===== src/rtl/wifi_at_sequencer_if.sv =====
// Byte-level bus between the AT sequencer and its command ROM / UART TX / UART RX engines.
// master = sequencer side, slave = ROM + UART side.
interface wifi_at_sequencer_if #(
  parameter int ROM_AW = 6
);
  logic [ROM_AW-1:0] rom_addr;
  logic [7:0]        rom_data;
  logic [7:0]        tx_data;
  logic              tx_start;
  logic              tx_busy;
  logic              rx_valid;
  logic [7:0]        rx_data;

  modport master (
    output rom_addr, tx_data, tx_start,
    input  rom_data, tx_busy, rx_valid, rx_data
  );

  modport slave (
    input  rom_addr, tx_data, tx_start,
    output rom_data, tx_busy, rx_valid, rx_data
  );
endinterface


===== src/rtl/wifi_at_sequencer.sv =====
// Wi-Fi module bring-up: pulses RST_WiFi, waits for boot, then streams LF-terminated AT
// commands from a synchronous ROM and waits for "OK" per command, retrying on "ER" or timeout.
module wifi_at_sequencer #(
  parameter int RST_PULSE_CYC    = 50000,
  parameter int BOOT_WAIT_CYC    = 25000000,
  parameter int RESP_TIMEOUT_CYC = 50000000,
  parameter int NUM_CMDS         = 4,
  parameter int MAX_RETRY        = 3,
  parameter int ROM_AW           = 6
) (
  input  logic                    iCLK,
  input  logic                    RST,
  input  logic                    start,
  output logic                    RST_WiFi,
  output logic [3:0]              cmd_idx,
  output logic                    busy,
  output logic                    done,
  output logic                    error,
  wifi_at_sequencer_if.master     bus
);

  // One timer is shared by reset pulse, boot wait and response wait; it only ever counts to CYC-1.
  localparam int TMAX0 = (RST_PULSE_CYC > BOOT_WAIT_CYC) ? RST_PULSE_CYC : BOOT_WAIT_CYC;
  localparam int TMAX  = (TMAX0 > RESP_TIMEOUT_CYC) ? TMAX0 : RESP_TIMEOUT_CYC;
  localparam int TW    = (TMAX > 1) ? $clog2(TMAX) : 1;
  localparam int RW    = (MAX_RETRY > 0) ? $clog2(MAX_RETRY + 1) : 1;

  localparam logic [TW-1:0] T_RST  = TW'(RST_PULSE_CYC - 1);
  localparam logic [TW-1:0] T_BOOT = TW'(BOOT_WAIT_CYC - 1);
  localparam logic [TW-1:0] T_RESP = TW'(RESP_TIMEOUT_CYC - 1);
  localparam logic [RW-1:0] R_MAX  = RW'(MAX_RETRY);
  localparam logic [3:0]    N_CMD  = 4'(NUM_CMDS);
  localparam logic [7:0]    LF     = 8'h0A;

  typedef enum logic [3:0] {
    IDLE, RST_PULSE, BOOT_WAIT, FETCH, LOAD, SEND, WAIT_TX, WAIT_RESP, DONE, ERROR
  } state_t;

  state_t            state;
  logic [TW-1:0]     tmr;
  logic [RW-1:0]     retry_cnt;
  logic [ROM_AW-1:0] rom_addr_q;
  logic [ROM_AW-1:0] cmd_base;
  logic [7:0]        tx_data_q;
  logic              tx_start_q;
  logic              tx_skip;
  logic [7:0]        prev;
  logic              resp_ok;
  logic              resp_fail;

  assign bus.rom_addr = rom_addr_q;
  assign bus.tx_data  = tx_data_q;
  assign bus.tx_start = tx_start_q;

  // prev holds the byte before the current strobe, so "OK"/"ER" are two consecutive rx bytes.
  assign resp_ok   = bus.rx_valid && (prev == 8'h4F) && (bus.rx_data == 8'h4B);
  assign resp_fail = (bus.rx_valid && (prev == 8'h45) && (bus.rx_data == 8'h52)) || (tmr == T_RESP);

  always_ff @(posedge iCLK) begin
    if (RST) begin
      state      <= IDLE;
      tmr        <= '0;
      retry_cnt  <= '0;
      rom_addr_q <= '0;
      cmd_base   <= '0;
      tx_data_q  <= '0;
      tx_start_q <= 1'b0;
      tx_skip    <= 1'b0;
      prev       <= '0;
      RST_WiFi   <= 1'b1;
      cmd_idx    <= '0;
      busy       <= 1'b0;
      done       <= 1'b0;
      error      <= 1'b0;
    end else begin
      tx_start_q <= 1'b0;
      case (state)
        IDLE, DONE, ERROR: begin
          if (start) begin
            state      <= RST_PULSE;
            RST_WiFi   <= 1'b0;
            busy       <= 1'b1;
            done       <= 1'b0;
            error      <= 1'b0;
            cmd_idx    <= '0;
            rom_addr_q <= '0;
            cmd_base   <= '0;
            retry_cnt  <= '0;
            tmr        <= '0;
          end
        end
        RST_PULSE: begin
          if (tmr == T_RST) begin
            tmr      <= '0;
            RST_WiFi <= 1'b1;
            state    <= BOOT_WAIT;
          end else tmr <= tmr + 1'b1;
        end
        BOOT_WAIT: begin
          if (tmr == T_BOOT) begin
            tmr   <= '0;
            state <= FETCH;
          end else tmr <= tmr + 1'b1;
        end
        FETCH: state <= LOAD;
        LOAD: begin
          tx_data_q <= bus.rom_data;
          state     <= SEND;
        end
        SEND: begin
          if (!bus.tx_busy) begin
            tx_start_q <= 1'b1;
            tx_skip    <= 1'b1;
            state      <= WAIT_TX;
          end
        end
        WAIT_TX: begin
          // tx_busy only rises the cycle after tx_start, so the first cycle here is not trusted.
          if (tx_skip) tx_skip <= 1'b0;
          else if (!bus.tx_busy) begin
            rom_addr_q <= rom_addr_q + 1'b1;
            if (tx_data_q == LF) begin
              tmr   <= '0;
              prev  <= '0;
              state <= WAIT_RESP;
            end else state <= FETCH;
          end
        end
        WAIT_RESP: begin
          if (bus.rx_valid) prev <= bus.rx_data;
          if (resp_ok) begin
            tmr       <= '0;
            cmd_idx   <= cmd_idx + 4'd1;
            retry_cnt <= '0;
            cmd_base  <= rom_addr_q;
            if (cmd_idx + 4'd1 == N_CMD) begin
              state <= DONE;
              done  <= 1'b1;
              busy  <= 1'b0;
            end else state <= FETCH;
          end else if (resp_fail) begin
            tmr <= '0;
            if (retry_cnt == R_MAX) begin
              state <= ERROR;
              error <= 1'b1;
              busy  <= 1'b0;
            end else begin
              retry_cnt  <= retry_cnt + 1'b1;
              rom_addr_q <= cmd_base;
              state      <= FETCH;
            end
          end else tmr <= tmr + 1'b1;
        end
        default: state <= IDLE;
      endcase
    end
  end

endmodule


===== src/flat_wrapper.sv =====
// flat-port wrapper written by rule: the top's interface ports become plain ports
module wifi_at_sequencer_flat 
#(
  parameter int RST_PULSE_CYC    = 50000,
  parameter int BOOT_WAIT_CYC    = 25000000,
  parameter int RESP_TIMEOUT_CYC = 50000000,
  parameter int NUM_CMDS         = 4,
  parameter int MAX_RETRY        = 3,
  parameter int ROM_AW           = 6
)
  (iCLK, RST, start, RST_WiFi, cmd_idx, busy, done, error, bus_rom_addr, bus_tx_data, bus_tx_start, bus_rom_data, bus_tx_busy, bus_rx_valid, bus_rx_data);
  wifi_at_sequencer_if #(.ROM_AW(ROM_AW)) bus_i ();
  input  logic iCLK;
  input  logic RST;
  input  logic start;
  output logic RST_WiFi;
  output logic [3:0] cmd_idx;
  output logic busy;
  output logic done;
  output logic error;
  output wire logic [$bits(bus_i.rom_addr)-1:0] bus_rom_addr;
  output wire logic [$bits(bus_i.tx_data)-1:0] bus_tx_data;
  output wire logic [$bits(bus_i.tx_start)-1:0] bus_tx_start;
  input wire logic [$bits(bus_i.rom_data)-1:0] bus_rom_data;
  input wire logic [$bits(bus_i.tx_busy)-1:0] bus_tx_busy;
  input wire logic [$bits(bus_i.rx_valid)-1:0] bus_rx_valid;
  input wire logic [$bits(bus_i.rx_data)-1:0] bus_rx_data;
  assign bus_rom_addr = bus_i.rom_addr;
  assign bus_tx_data = bus_i.tx_data;
  assign bus_tx_start = bus_i.tx_start;
  assign bus_i.rom_data = bus_rom_data;
  assign bus_i.tx_busy = bus_tx_busy;
  assign bus_i.rx_valid = bus_rx_valid;
  assign bus_i.rx_data = bus_rx_data;
  wifi_at_sequencer #(.RST_PULSE_CYC(RST_PULSE_CYC), .BOOT_WAIT_CYC(BOOT_WAIT_CYC), .RESP_TIMEOUT_CYC(RESP_TIMEOUT_CYC), .NUM_CMDS(NUM_CMDS), .MAX_RETRY(MAX_RETRY), .ROM_AW(ROM_AW)) u_core (.iCLK(iCLK), .RST(RST), .start(start), .RST_WiFi(RST_WiFi), .cmd_idx(cmd_idx), .busy(busy), .done(done), .error(error), .bus(bus_i));
endmodule

===== config.mk =====
export PLATFORM = sky130hd
export DESIGN_NAME = wifi_at_sequencer_flat
export DESIGN_NICKNAME = d
export VERILOG_FILES = /design/src/rtl/wifi_at_sequencer_if.sv /design/src/rtl/wifi_at_sequencer.sv /design/src/flat_wrapper.sv
export SDC_FILE = /design/constraint.sdc
export NUM_CORES = 1
export LEC_CHECK = 0
export CORE_UTILIZATION = 56
export DETAILED_ROUTE_END_ITERATION = 8
export GPL_TIMING_DRIVEN = 0
export PLACE_DENSITY = 0.83
export SYNTH_ARGS = -nofsm -noshare
export SYNTH_HDL_FRONTEND = slang
export SYNTH_SLANG_ARGS = --single-unit

===== constraint.sdc =====
create_clock -name iCLK -period 3.4 [get_ports iCLK]
set_input_delay 1.02 -clock iCLK [delete_from_list [all_inputs] [get_ports iCLK]]
set_output_delay 1.02 -clock iCLK [all_outputs]
set_load 0.005 [all_outputs]

After elaboration in Yosys (flattened, before gate mapping):

Index checks and enable logic that the tools add are counted.

* logic and storage cells: 143
* register bits: 70
* bits of input ports: 21

* bitwise operators: 1
* equality and inequality tests: 37
* mux-type cells: 62
* reductions and logical operators: 25
* add/sub/neg operators: 4

Operators by type and width (count)
* two-way mux 26 bit: 8
* case mux 26 bit (5 select lines): 1
* two-way mux 4 bit: 12
* two-way mux 6 bit: 7
* equality test 8 x 7 -> 1 bit, second input constant: 4
* two-way mux 8 bit: 4
* case mux 4 bit (8 select lines): 1
* adder 26 x 1 -> 26 bit, second input constant: 1
* equality test 26 x 16 -> 1 bit, second input constant: 1
* equality test 26 x 25 -> 1 bit, second input constant: 1
* equality test 26 bit, second input constant: 1
* equality test 4 x 3 -> 1 bit, second input constant: 5
* AND reduction 5 bit: 4
* case mux 6 bit (3 select lines): 1
* case mux 8 bit (2 select lines): 1
* two-way mux 1 bit: 14
* inequality test 2 x 1 -> 1 bit, second input constant: 7
* inequality test 2 bit, second input constant: 7
* AND reduction 7 bit: 2
* case mux 6 bit (2 select lines): 1
* case mux 1 bit (2 select lines): 5
* equality test 4 x 2 -> 1 bit, second input constant: 2
* equality test 4 bit, second input constant: 2
* equality test 8 x 4 -> 1 bit, second input constant: 1
* 24 further kinds: 36

Longest topological paths before layout:

Gate-level depths: netlist of the first run.

* depth after elaboration: 7
* gate-level depth with buffers: 9
* gate-level depth less buffers: 7

Worst setup path after synthesis of the first run:

OpenSTA, ideal clock, no wires.

* path kind: input to register
* from: input bus_rx_data[2]
* to: register u_core.tmr[2]
* path slack: 471 ps
* data arrival time: 2808 ps
* cell stages on the path: 7
* library setup time: 122 ps
* cells stage by stage: or4b_1 nor3_2 a22oi_2 a211oi_4 buf_6 nor4b_1 a221o_1

* longest elaborated chain between the ends: 6

RTL lines
* start, declared: line flat_wrapper.sv:27 `input wire logic [$bits(bus_i.rx_data)-1:0] bus_rx_data;`
* equality test 8 x 7 -> 1 bit: line wifi_at_sequencer.sv:57 `assign resp_fail = (bus.rx_valid && (prev == 8'h45) && (bus.rx_data == 8'h52)) || (tmr == T_RESP);`
* logical AND 1 bit: line wifi_at_sequencer.sv:57
* logical OR 1 bit: line wifi_at_sequencer.sv:57
* two-way mux 26 bit: line wifi_at_sequencer.sv:141 `end else if (resp_fail) begin`
* two-way mux 26 bit *: line wifi_at_sequencer.sv:131 `if (resp_ok) begin`
* case mux 26 bit (5 select lines) *: line wifi_at_sequencer.sv:77 `case (state)`
* end signal, assigned: line wifi_at_sequencer.sv:97 `end else tmr <= tmr + 1'b1;`
* end signal, assigned: line wifi_at_sequencer.sv:103 `end else tmr <= tmr + 1'b1;`
* end signal, assigned: line wifi_at_sequencer.sv:152 `end else tmr <= tmr + 1'b1;`
* end, declared: line wifi_at_sequencer.sv:40 `logic [TW-1:0] tmr;`

Mark *: on every way between the ends. The rest lies on a longest branch, timed or not.
A chain may end at the register's enable or synchronous reset.

Worst setup path after layout of the first run:

* from: input bus_rx_data[2]
* to: register u_core.busy

* longest elaborated chain between the ends: 5

RTL lines
* equality test 8 x 7 -> 1 bit: line wifi_at_sequencer.sv:57
* logical AND 1 bit: line wifi_at_sequencer.sv:57
* logical OR 1 bit: line wifi_at_sequencer.sv:57
* inequality test 3 x 1 -> 1 bit (no line)
* AND reduction 5 bit (no line)
* end signal, assigned: line wifi_at_sequencer.sv:72 `busy <= 1'b0;`
* end signal, assigned: line wifi_at_sequencer.sv:82 `busy <= 1'b1;`
* end signal, assigned: line wifi_at_sequencer.sv:139 `busy <= 1'b0;`
* end, declared: line wifi_at_sequencer.sv:16 `output logic busy,`

Parallel ways exist; a longest one is shown, timed or not.

==> impl_metrics.json, run 1 <==
{
  "synth_edf_count": 0,
  "relSlewSlack_pct": 42.5,
  "post_drt_wl_per_cell_um": 16.9,
  "num-nets-final": 569,
  "cts_buffer_depth": 2,
  "fin_total_pwr_mw": 2.29,
  "dr_total_vias": 3970,
  "antenna_found_initial": 0,
  "num_rows": 29,
  "dp_hpwl_um": 7540,
  "htreeDepth": 3,
  "grt_use_total_pct": 29.9,
  "p_leak_nw": 1.49,
  "fillers": 557,
  "critPathKind": "input pin to flop",
  "path_max_fanout": 10,
  "grt_pass1_vias": 3594,
  "numPortBuffers": 43,
  "die-area_um2": 7180,
  "drtIter0Drc": 361,
  "hold_buffers": 0,
  "clk_pin_slew_ns": 0.07,
  "initial_core_util_pct": 59.0,
  "crit_path_max_incr_delay_ns": 0.58,
  "drt_wl_total_um": 10600,
  "place_inst": 608,
  "hold_violations": 0,
  "post-route-period-util_pct": 95.5,
  "cp.arrival_ns": 3.46,
  "rsz0062_at_grt": "no",
  "drive_gt1_share_pct": 6.57,
  "violations": "DRC",
  "cap_viol_max_count": 0,
  "hold_class": "flop to flop",
  "finalMaxSlewViolations": 0,
  "cts_tree": "built",
  "dieHeight_um": 84.8,
  "fin_ws_ns": 0.153,
  "core_um2": 6490,
  "diodes": 0,
  "synth_area_um2": 3830,
  "path_buf_inv": 2,
  "synth_nets": 514,
  "final_cells": 625,
  "clockRootBuffer": "clkbuf_8",
  "num_io_pins": 44,
  "peakVddDrop_v": 0.000419,
  "fin_hold_ws_ns": 0.467,
  "wl_met3_um": 884,
  "setup_violations": 0,
  "slowest_stage": "or4b_1",
  "final.min_clock_period_ns": 3.25,
  "cts_buffers": 9,
  "fmax_mhz": 308,
  "finClkSkew_ns": 0.0111,
  "wl_met1_um": 4640,
  "via_per_inst": 6.35,
  "cts.sinks": 70,
  "worst_pin_slew_ns": 0.856,
  "first_pass_iters": 8,
  "place_congestion": 0.923,
  "yosysWarnings": 0,
  "synth_largest_area_cell": "dfxtp_1",
  "ant_nets": 0,
  "power.density_nw_per_um2": 502,
  "synth-async-reset-ratio_pct": 0,
  "worstSkewPairLatency_ns": 0.35,
  "cpLargestDelayFamily": "simple AND/OR/NAND/NOR gates",
  "drc_errors": 4,
  "yosysSeqAreaShare_pct": 36.5,
  "crit_path_end_kind": "flop",
  "status": "complete, but fails checks",
  "grt_max_degree": 12,
  "syn_to_final_growth_pct": 18.8,
  "die_w_um": 84.8,
  "synth_top_area_share_pct": 36.5,
  "grt_remaining_overflow": 0,
  "avgSynthCellArea_um2": 7.86,
  "start_kind": "input pin",
  "synth_ff_type": "dfxtp_1",
  "ys_types": 62,
  "cp.required_ns": 3.61,
  "ys_ff_latch": 70,
  "post-place-ws_ns": -0.347,
  "met2_length_um": 4760,
  "worstPathCellList": "clkdlybuf4s50_1, or4b_1, nor3_4, a22oi_2, a211o_1, buf_6, nor3_1, a31oi_1",
  "syn_inst": 488,
  "synthTopCellsByArea": "dfxtp_1 (37%), a21oi_1 (6.5%), nand2_1 (6.4%)",
  "routed.top_layer": "met4",
  "grt_pass1_wl_um": 17000
}
## stage by stage
| stage | setup TNS [ns] | util [%] | cell area [um^2] |
|---|---|---|---|
| after floorplan | 0 | - | 3830 |
| after global placement | -5.08 | 67.2 | 4360 |
| after detailed placement | -5.47 | 67.2 | 4360 |
| after CTS | 0 | 69.9 | 4540 |
| after global routing | 0 | 70.2 | 4560 |
| final | 0 | 70.2 | 4560 |
## tightest hold or removal path: stages (launching register included)
cell and delay, ns:
dfxtp_1 0.32, nand2_1 0.05, a21oi_1 0.05
## worst paths after layout
path / cells after the start / endpoint / from / slack (ns)
worst max-delay path: 8 / u_core.busy$_SDFFE_PP0P_ / bus_rx_data[2] / 0.15
worst min-delay path: 2 / u_core.cmd_base[1]$_SDFFE_PP0P_ / u_core.cmd_base[1]$_SDFFE_PP0P_ / 0.47
worst max register to register: 8 / u_core.busy$_SDFFE_PP0P_ / u_core.tmr[0]$_SDFFE_PP0P_ / 0.59
worst min register to register: 2 / u_core.cmd_base[1]$_SDFFE_PP0P_ / u_core.cmd_base[1]$_SDFFE_PP0P_ / 0.47
## cells in the mapped netlist, drive strengths merged (6+ instances only)
cell / number
or3: 6
nand3: 28
and2: 7
nand4: 12
and3: 6
o21ai: 24
nor4: 14
nor2: 47
a21oi: 50
clkbuf: 19
xnor2: 9
nor3: 10
a31oi: 10
nand2: 65
dfxtp: 70
or4: 11
buf: 8
nand3b: 7
inv: 9
## cell families (layout without fill, tap and decap cells)
group	count (synthesis)	in the layout	share of synthesized area, %
simple gates	239	239	33.5
flops	70	70	36.5
xor+xnor	9	9	2.06
buf+inv	36	96	4.40
fa+ha+maj	5	5	1.63
compound gates	126	126	21.0
mux	3	3	0.783
## sequential cells by signal, indices dropped and copies added (netlist names)
signal               flops
u_core.tmr              26
u_core.bus.tx_data       8
u_core.prev              8
u_core.bus.rom_addr      6
u_core.cmd_base          6
u_core.cmd_idx           4
u_core.state             4
u_core.retry_cnt         2
u_core.RST_WiFi          1
u_core.bus.tx_start      1
u_core.busy              1
u_core.done              1
u_core.error             1
u_core.tx_skip           1
## cell usage in the layout (no fill, tap or decap), types with 5 or more instances in the layout
cell	instances
nand3_1	28
a21o_1	5
a31oi_1	10
clkbuf_8	9
nor3_1	8
and3_1	6
clkdlybuf4s50_1	43
o21ai_0	19
and2_1	7
a21oi_1	50
nor4_1	12
nand4_1	12
clkbuf_1	21
or3_1	6
or4_1	10
inv_1	9
dfxtp_1	70
nand2_1	65
nor2_1	47
ha_1	5
xnor2_1	9
nand3b_1	7
## power by group
group / internal [mW] / switching, mW / leakage [nW] / total, mW
Clock: 0.334 / 0.308 / 0.0968 / 0.642
Combinational: 0.270 / 0.480 / 0.831 / 0.751
Sequential: 0.857 / 0.0391 / 0.565 / 0.896
Total: 1.46 / 0.827 / 1.49 / 2.29
## timing repair
item	4_1_cts	5_1_grt
setup endpoints to repair	0	6
gates resized for setup	0	1
setup buffers	0	1
hold endpoints to repair	0	0
## cell type report
type                       count  area (um^2)  share of cell area (%)
sequential                    70         1400                    30.8
timing repair buffer          44          438                    9.61
clock inverter                 5         50.0                    1.10
multi-input combinational    382         2270                    49.8
inverter                       9         33.8                   0.741
buffer                        27          135                    2.97
tap                           77         96.3                    2.11
clock buffer                  11          131                    2.88
## per-layer routing
layer,global-route usage [%],up-vias
li1,-,1910
met1,40.2,1853
met2,46.1,180
met3,5.70,27
met4,14.5,0
met5,0,-
Note: power is estimated with default switching activity, not from simulation.
==> run 2, diff against run 1 <==
--- a/config.mk
+++ b/config.mk
@@ -5,10 +5,11 @@
 export SDC_FILE = /design/constraint.sdc
 export NUM_CORES = 1
 export LEC_CHECK = 0
-export CORE_UTILIZATION = 56
+export CORE_UTILIZATION = 58
+export CTS_BUF_LIST = sky130_fd_sc_hd__clkbuf_4 sky130_fd_sc_hd__clkbuf_8
 export DETAILED_ROUTE_END_ITERATION = 8
 export GPL_TIMING_DRIVEN = 0
-export PLACE_DENSITY = 0.83
+export PLACE_DENSITY = 0.85
 export SYNTH_ARGS = -nofsm -noshare
 export SYNTH_HDL_FRONTEND = slang
 export SYNTH_SLANG_ARGS = --single-unit
==> impl_metrics.json, run 2 (synthesis results as in run 1) <==
{
  "status": "finished, final reports clean",
  "dr_total_vias": 4078,
  "clockRootBuffer": "clkbuf_8",
  "dp_hpwl_um": 7660,
  "gr-usage-met3_pct": 5.27,
  "ant_nets": 0,
  "setup_violations": 0,
  "critPathKind": "input pin to flop",
  "crit_path_end_kind": "flop",
  "rsz0062_at_grt": "no",
  "drtIter0Drc": 380,
  "use_met2_pct": 49.1,
  "path_max_fanout": 10,
  "cp.arrival_ns": 3.49,
  "final_cell_mix": "dfxtp_1 (70), nand2_1 (65), a21oi_1 (50), nor2_1 (47), clkdlybuf4s50_1 (43)",
  "busiest_layer": "met2",
  "timing.rr.start": "u_core.tmr[0]$_SDFFE_PP0P_",
  "hold_violations": 0,
  "fmax_mhz": 306,
  "post_drt_wl_per_cell_um": 16.9,
  "place_congestion": 0.932,
  "post-route-period-util_pct": 96.3,
  "via_per_inst": 6.52,
  "cts_buffers": 9,
  "cts_tree": "built",
  "initial_core_util_pct": 60.4,
  "fillers": 501,
  "grt_use_total_pct": 31.7,
  "fin_area_um2": 4640,
  "cp.required_ns": 3.62,
  "drc_errors": 0,
  "dieHeight_um": 83.3,
  "regMostFlops": "u_core.tmr",
  "numPortBuffers": 43,
  "fin_hold_ws_ns": 0.459,
  "grt_max_degree": 13,
  "hold_class": "flop to flop",
  "final.min_clock_period_ns": 3.27,
  "diodes": 0,
  "finalMaxSlewViolations": 0,
  "grt_pass1_vias": 3804,
  "final_common_cell": "dfxtp_1",
  "grt_pass1_wl_um": 17800,
  "cap_viol_max_count": 0,
  "relSlewSlack_pct": 39.6,
  "worst_pin_slew_ns": 0.906,
  "die_w_um": 83.3,
  "worstSetupStartpoint": "bus_rx_data[2]",
  "largest_reg_flops": 26,
  "worstSkewPairLatency_ns": 0.35,
  "die-area_um2": 6940,
  "peakVddDrop_v": 0.000354,
  "post-route-util_pct": 73.1,
  "cts.sinks": 70,
  "power.density_nw_per_um2": 547,
  "tns_ns": 0,
  "core_um2": 6350,
  "p_leak_nw": 1.53,
  "drive_gt1_share_pct": 6.93,
  "hp-start": "u_core.cmd_base[2]$_SDFFE_PP0P_",
  "placed_area_um2": 4360,
  "num_rows": 29,
  "drt_wl_total_um": 10500,
  "first_pass_iters": 5,
  "start_kind": "input pin",
  "grt_remaining_overflow": 0,
  "syn_to_final_growth_pct": 21.0,
  "finClkSkew_ns": 0.00879,
  "num_io_pins": 44,
  "antenna_found_initial": 0,
  "htreeDepth": 3,
  "clk_pin_slew_ns": 0.08,
  "cts_buffer_depth": 2,
  "num-nets-final": 569,
  "met1_usage_pct": 42.1
}
-- run 2: repair_timing --
| item | CTS | global route |
|---|---|---|
| pin swaps | 1 | 0 |
| endpoints found under the setup margin | 4 | 8 |
| buffers inserted | 1 | 0 |
| hold buffers | 0 | 0 |
| resized for setup | 0 | 1 |
-- run 2: worst max-delay path, cell delays in order --
cell and delay, ns:
clkdlybuf4s50_1 0.41, or4b_1 0.58, nor3_4 0.27, a22oi_2 0.22, a211o_1 0.36, buf_6 0.15, nor3_1 0.33, a31oi_1 0.14
-- run 2: final cells by class --
cell class | count | area [um^2] | share of cell area, %
Inverter | 9 | 33.8 | 0.728
Sequential cell | 70 | 1400 | 30.2
Tap cell | 77 | 96.3 | 2.08
Multi-Input combinational cell | 382 | 2270 | 48.9
Buffer | 27 | 135 | 2.91
Timing Repair Buffer | 44 | 438 | 9.44
Clock inverter | 6 | 134 | 2.88
Clock buffer | 10 | 131 | 2.83
-- run 2: power breakdown --
| part | switching [mW] | internal (mW) | leakage [nW] |
|---|---|---|---|
| registers | 0.0371 | 0.856 | 0.565 |
| clock network | 0.320 | 0.570 | 0.134 |
| logic | 0.484 | 0.269 | 0.831 |
-- run 2: path summary, 6_finish.rpt --
kind                                     end  slack (ns)  cells after the start
max                 u_core.busy$_SDFFE_PP0P_        0.13                      8
min          u_core.cmd_base[2]$_SDFFE_PP0P_        0.46                      2
max reg2reg         u_core.busy$_SDFFE_PP0P_        0.58                      8
min reg2reg  u_core.cmd_base[2]$_SDFFE_PP0P_        0.46                      2
-- run 2: metrics by stage --
step                cells  power (mW)  setup slack (ns)
floorplan             488        1.40             0.471
global placement      608        1.61            -0.340
detailed placement    608        1.63            -0.374
CTS                   625        2.52            0.0555
global route          625        2.65            0.0317
finish                625        2.54             0.127
-- run 2: routing by layer --
metal	vias up	wire length (um)	share of wire, %
met5	-	0	0
met4	0	401	3.8
met3	41	813	7.7
met2	201	4700	45
met1	1920	4630	44
li1	1916	-	-
==> run 3, diff against run 2 <==
--- a/config.mk
+++ b/config.mk
@@ -8,7 +8,6 @@
 export CORE_UTILIZATION = 58
 export CTS_BUF_LIST = sky130_fd_sc_hd__clkbuf_4 sky130_fd_sc_hd__clkbuf_8
 export DETAILED_ROUTE_END_ITERATION = 8
-export GPL_TIMING_DRIVEN = 0
 export PLACE_DENSITY = 0.85
 export SYNTH_ARGS = -nofsm -noshare
 export SYNTH_HDL_FRONTEND = slang
==> impl_metrics.json, run 3 (synthesis results as in run 1) <==
{
  "rsz0062_at_grt": "no",
  "fin_ws_ns": 0.175,
  "final_common_cell": "dfxtp_1",
  "path_buf_inv": 2,
  "num_rows": 29,
  "diodes": 0,
  "place_congestion": 1.00,
  "post-route-util_pct": 72.4,
  "htreeDepth": 3,
  "worstSkewPairLatency_ns": 0.34,
  "setup_violations": 0,
  "worstPathCellList": "clkdlybuf4s50_1, or4b_1, nor3_2, a21oi_1, a211o_1, buf_4, o21ai_4, nor2_1",
  "cp.required_ns": 3.63,
  "dp_hpwl_um": 7100,
  "crit_path_end_kind": "flop",
  "peakVddDrop_v": 0.000335,
  "grt_pass1_wl_um": 16900,
  "clk_pin_slew_ns": 0.08,
  "path_max_fanout": 9,
  "first_pass_iters": 7,
  "die_w_um": 83.3,
  "critPathKind": "input pin to flop",
  "grt_remaining_overflow": 0,
  "drtIter0Drc": 410,
  "final.min_clock_period_ns": 3.22,
  "clockRootBuffer": "clkbuf_8",
  "core_um2": 6350,
  "cp.arrival_ns": 3.45,
  "hold_buffers": 0,
  "place_inst": 606,
  "post-place-ws_ns": -0.186,
  "dieHeight_um": 83.3,
  "antenna_found_initial": 0,
  "hold_class": "flop to flop",
  "postCtsSetupRepairBufs": 0,
  "num-nets-final": 566,
  "post_drt_wl_per_cell_um": 16.0,
  "post-route-period-util_pct": 94.8,
  "initial_core_util_pct": 60.4,
  "finClkSkew_ns": 0.00877,
  "p_leak_nw": 1.54,
  "cpLargestDelayFamily": "simple AND/OR/NAND/NOR gates",
  "final_cells": 622,
  "drt_wl_total_um": 9970,
  "start_kind": "input pin",
  "drive_gt1_share_pct": 10.3,
  "grt_max_degree": 25,
  "worst_pin_slew_ns": 0.991,
  "num_io_pins": 44,
  "finalMaxSlewViolations": 0,
  "crit_path_max_incr_delay_ns": 0.54,
  "slowest_stage": "or4b_1",
  "largest_reg_flops": 26,
  "fin_hold_ws_ns": 0.462,
  "grt_use_total_pct": 29.9,
  "placed_area_um2": 4410,
  "status": "finished, final reports clean",
  "cts.sinks": 70,
  "grt_pass1_vias": 3629,
  "numPortBuffers": 43,
  "cts_resized": 0,
  "power.density_nw_per_um2": 505,
  "final_cell_mix": "dfxtp_1 (70), nand2_1 (65), a21oi_1 (50), nor2_1 (47), clkdlybuf4s50_1 (42)",
  "via_per_inst": 6.36,
  "cts_tree": "built",
  "fin_area_um2": 4600,
  "regMostFlops": "u_core.tmr",
  "cts_buffer_depth": 2,
  "dr_total_vias": 3959,
  "die-area_um2": 6940,
  "cts_buffers": 9,
  "fillers": 483,
  "drc_errors": 0,
  "cap_viol_max_count": 0,
  "relSlewSlack_pct": 33.9,
  "fmax_mhz": 310,
  "ant_nets": 0,
  "hold_violations": 0,
  "syn_to_final_growth_pct": 19.9
}
## run 3: changes by cell type in the layout (fill, tap and decap cells not counted), sizes merged
cell | before | now
buf | 9 | 26
clkinv | 2 | 4
clkdlybuf4s50 | 43 | 42
clkbuf | 29 | 11
bufinv | 4 | 1
## run 3: worst min-delay path, cell delays in order (launching register included)
cell and delay (ns):
dfxtp_1 0.31, nand2_1 0.05, a21oi_1 0.06
## run 3: report_power, final
group	leakage, nW	internal (mW)	total [mW]	switching [mW]
Sequential	0.565	0.857	0.935	0.0788
Combinational	0.873	0.318	0.736	0.418
Clock	0.104	0.350	0.651	0.301
Total	1.54	1.52	2.32	0.798
## run 3: path summary, 6_finish.rpt
path | start | endpoint | slack, ns | cells after the start
min reg2reg | u_core.done$_SDFFE_PP0P_ | u_core.done$_SDFFE_PP0P_ | 0.46 | 2
min | u_core.done$_SDFFE_PP0P_ | u_core.done$_SDFFE_PP0P_ | 0.46 | 2
max | bus_rx_data[2] | u_core.tmr[16]$_SDFFE_PP0P_ | 0.18 | 8
max reg2reg | u_core.tmr[0]$_SDFFE_PP0P_ | u_core.tmr[16]$_SDFFE_PP0P_ | 0.71 | 8
## run 3: area by class of cell
cell class | instances | area, um^2 | area share, %
Clock inverter | 5 | 50.0 | 1.09
Timing Repair Buffer | 68 | 613 | 13.3
Inverter | 9 | 33.8 | 0.735
Sequential cell | 70 | 1400 | 30.5
Clock buffer | 11 | 139 | 3.02
Tap cell | 77 | 96.3 | 2.10
Multi-Input combinational cell | 382 | 2260 | 49.3
## run 3: layer usage
layer	GRT usage [%]	vias up	wire, um
met3	4.97	29	837
met2	44.6	198	4520
met1	41.5	1827	4340
met4	15.2	0	266
met5	0	-	0
li1	-	1905	-
## run 3: through the flow
| step | power [mW] | TNS, ns |
|---|---|---|
| floorplan | 1.40 | 0 |
| detailed placement | 1.67 | -3.42 |
| global placement | 1.65 | -0.964 |
| finish | 2.32 | 0 |
| CTS | 2.32 | 0 |
| global route | 2.44 | 0 |
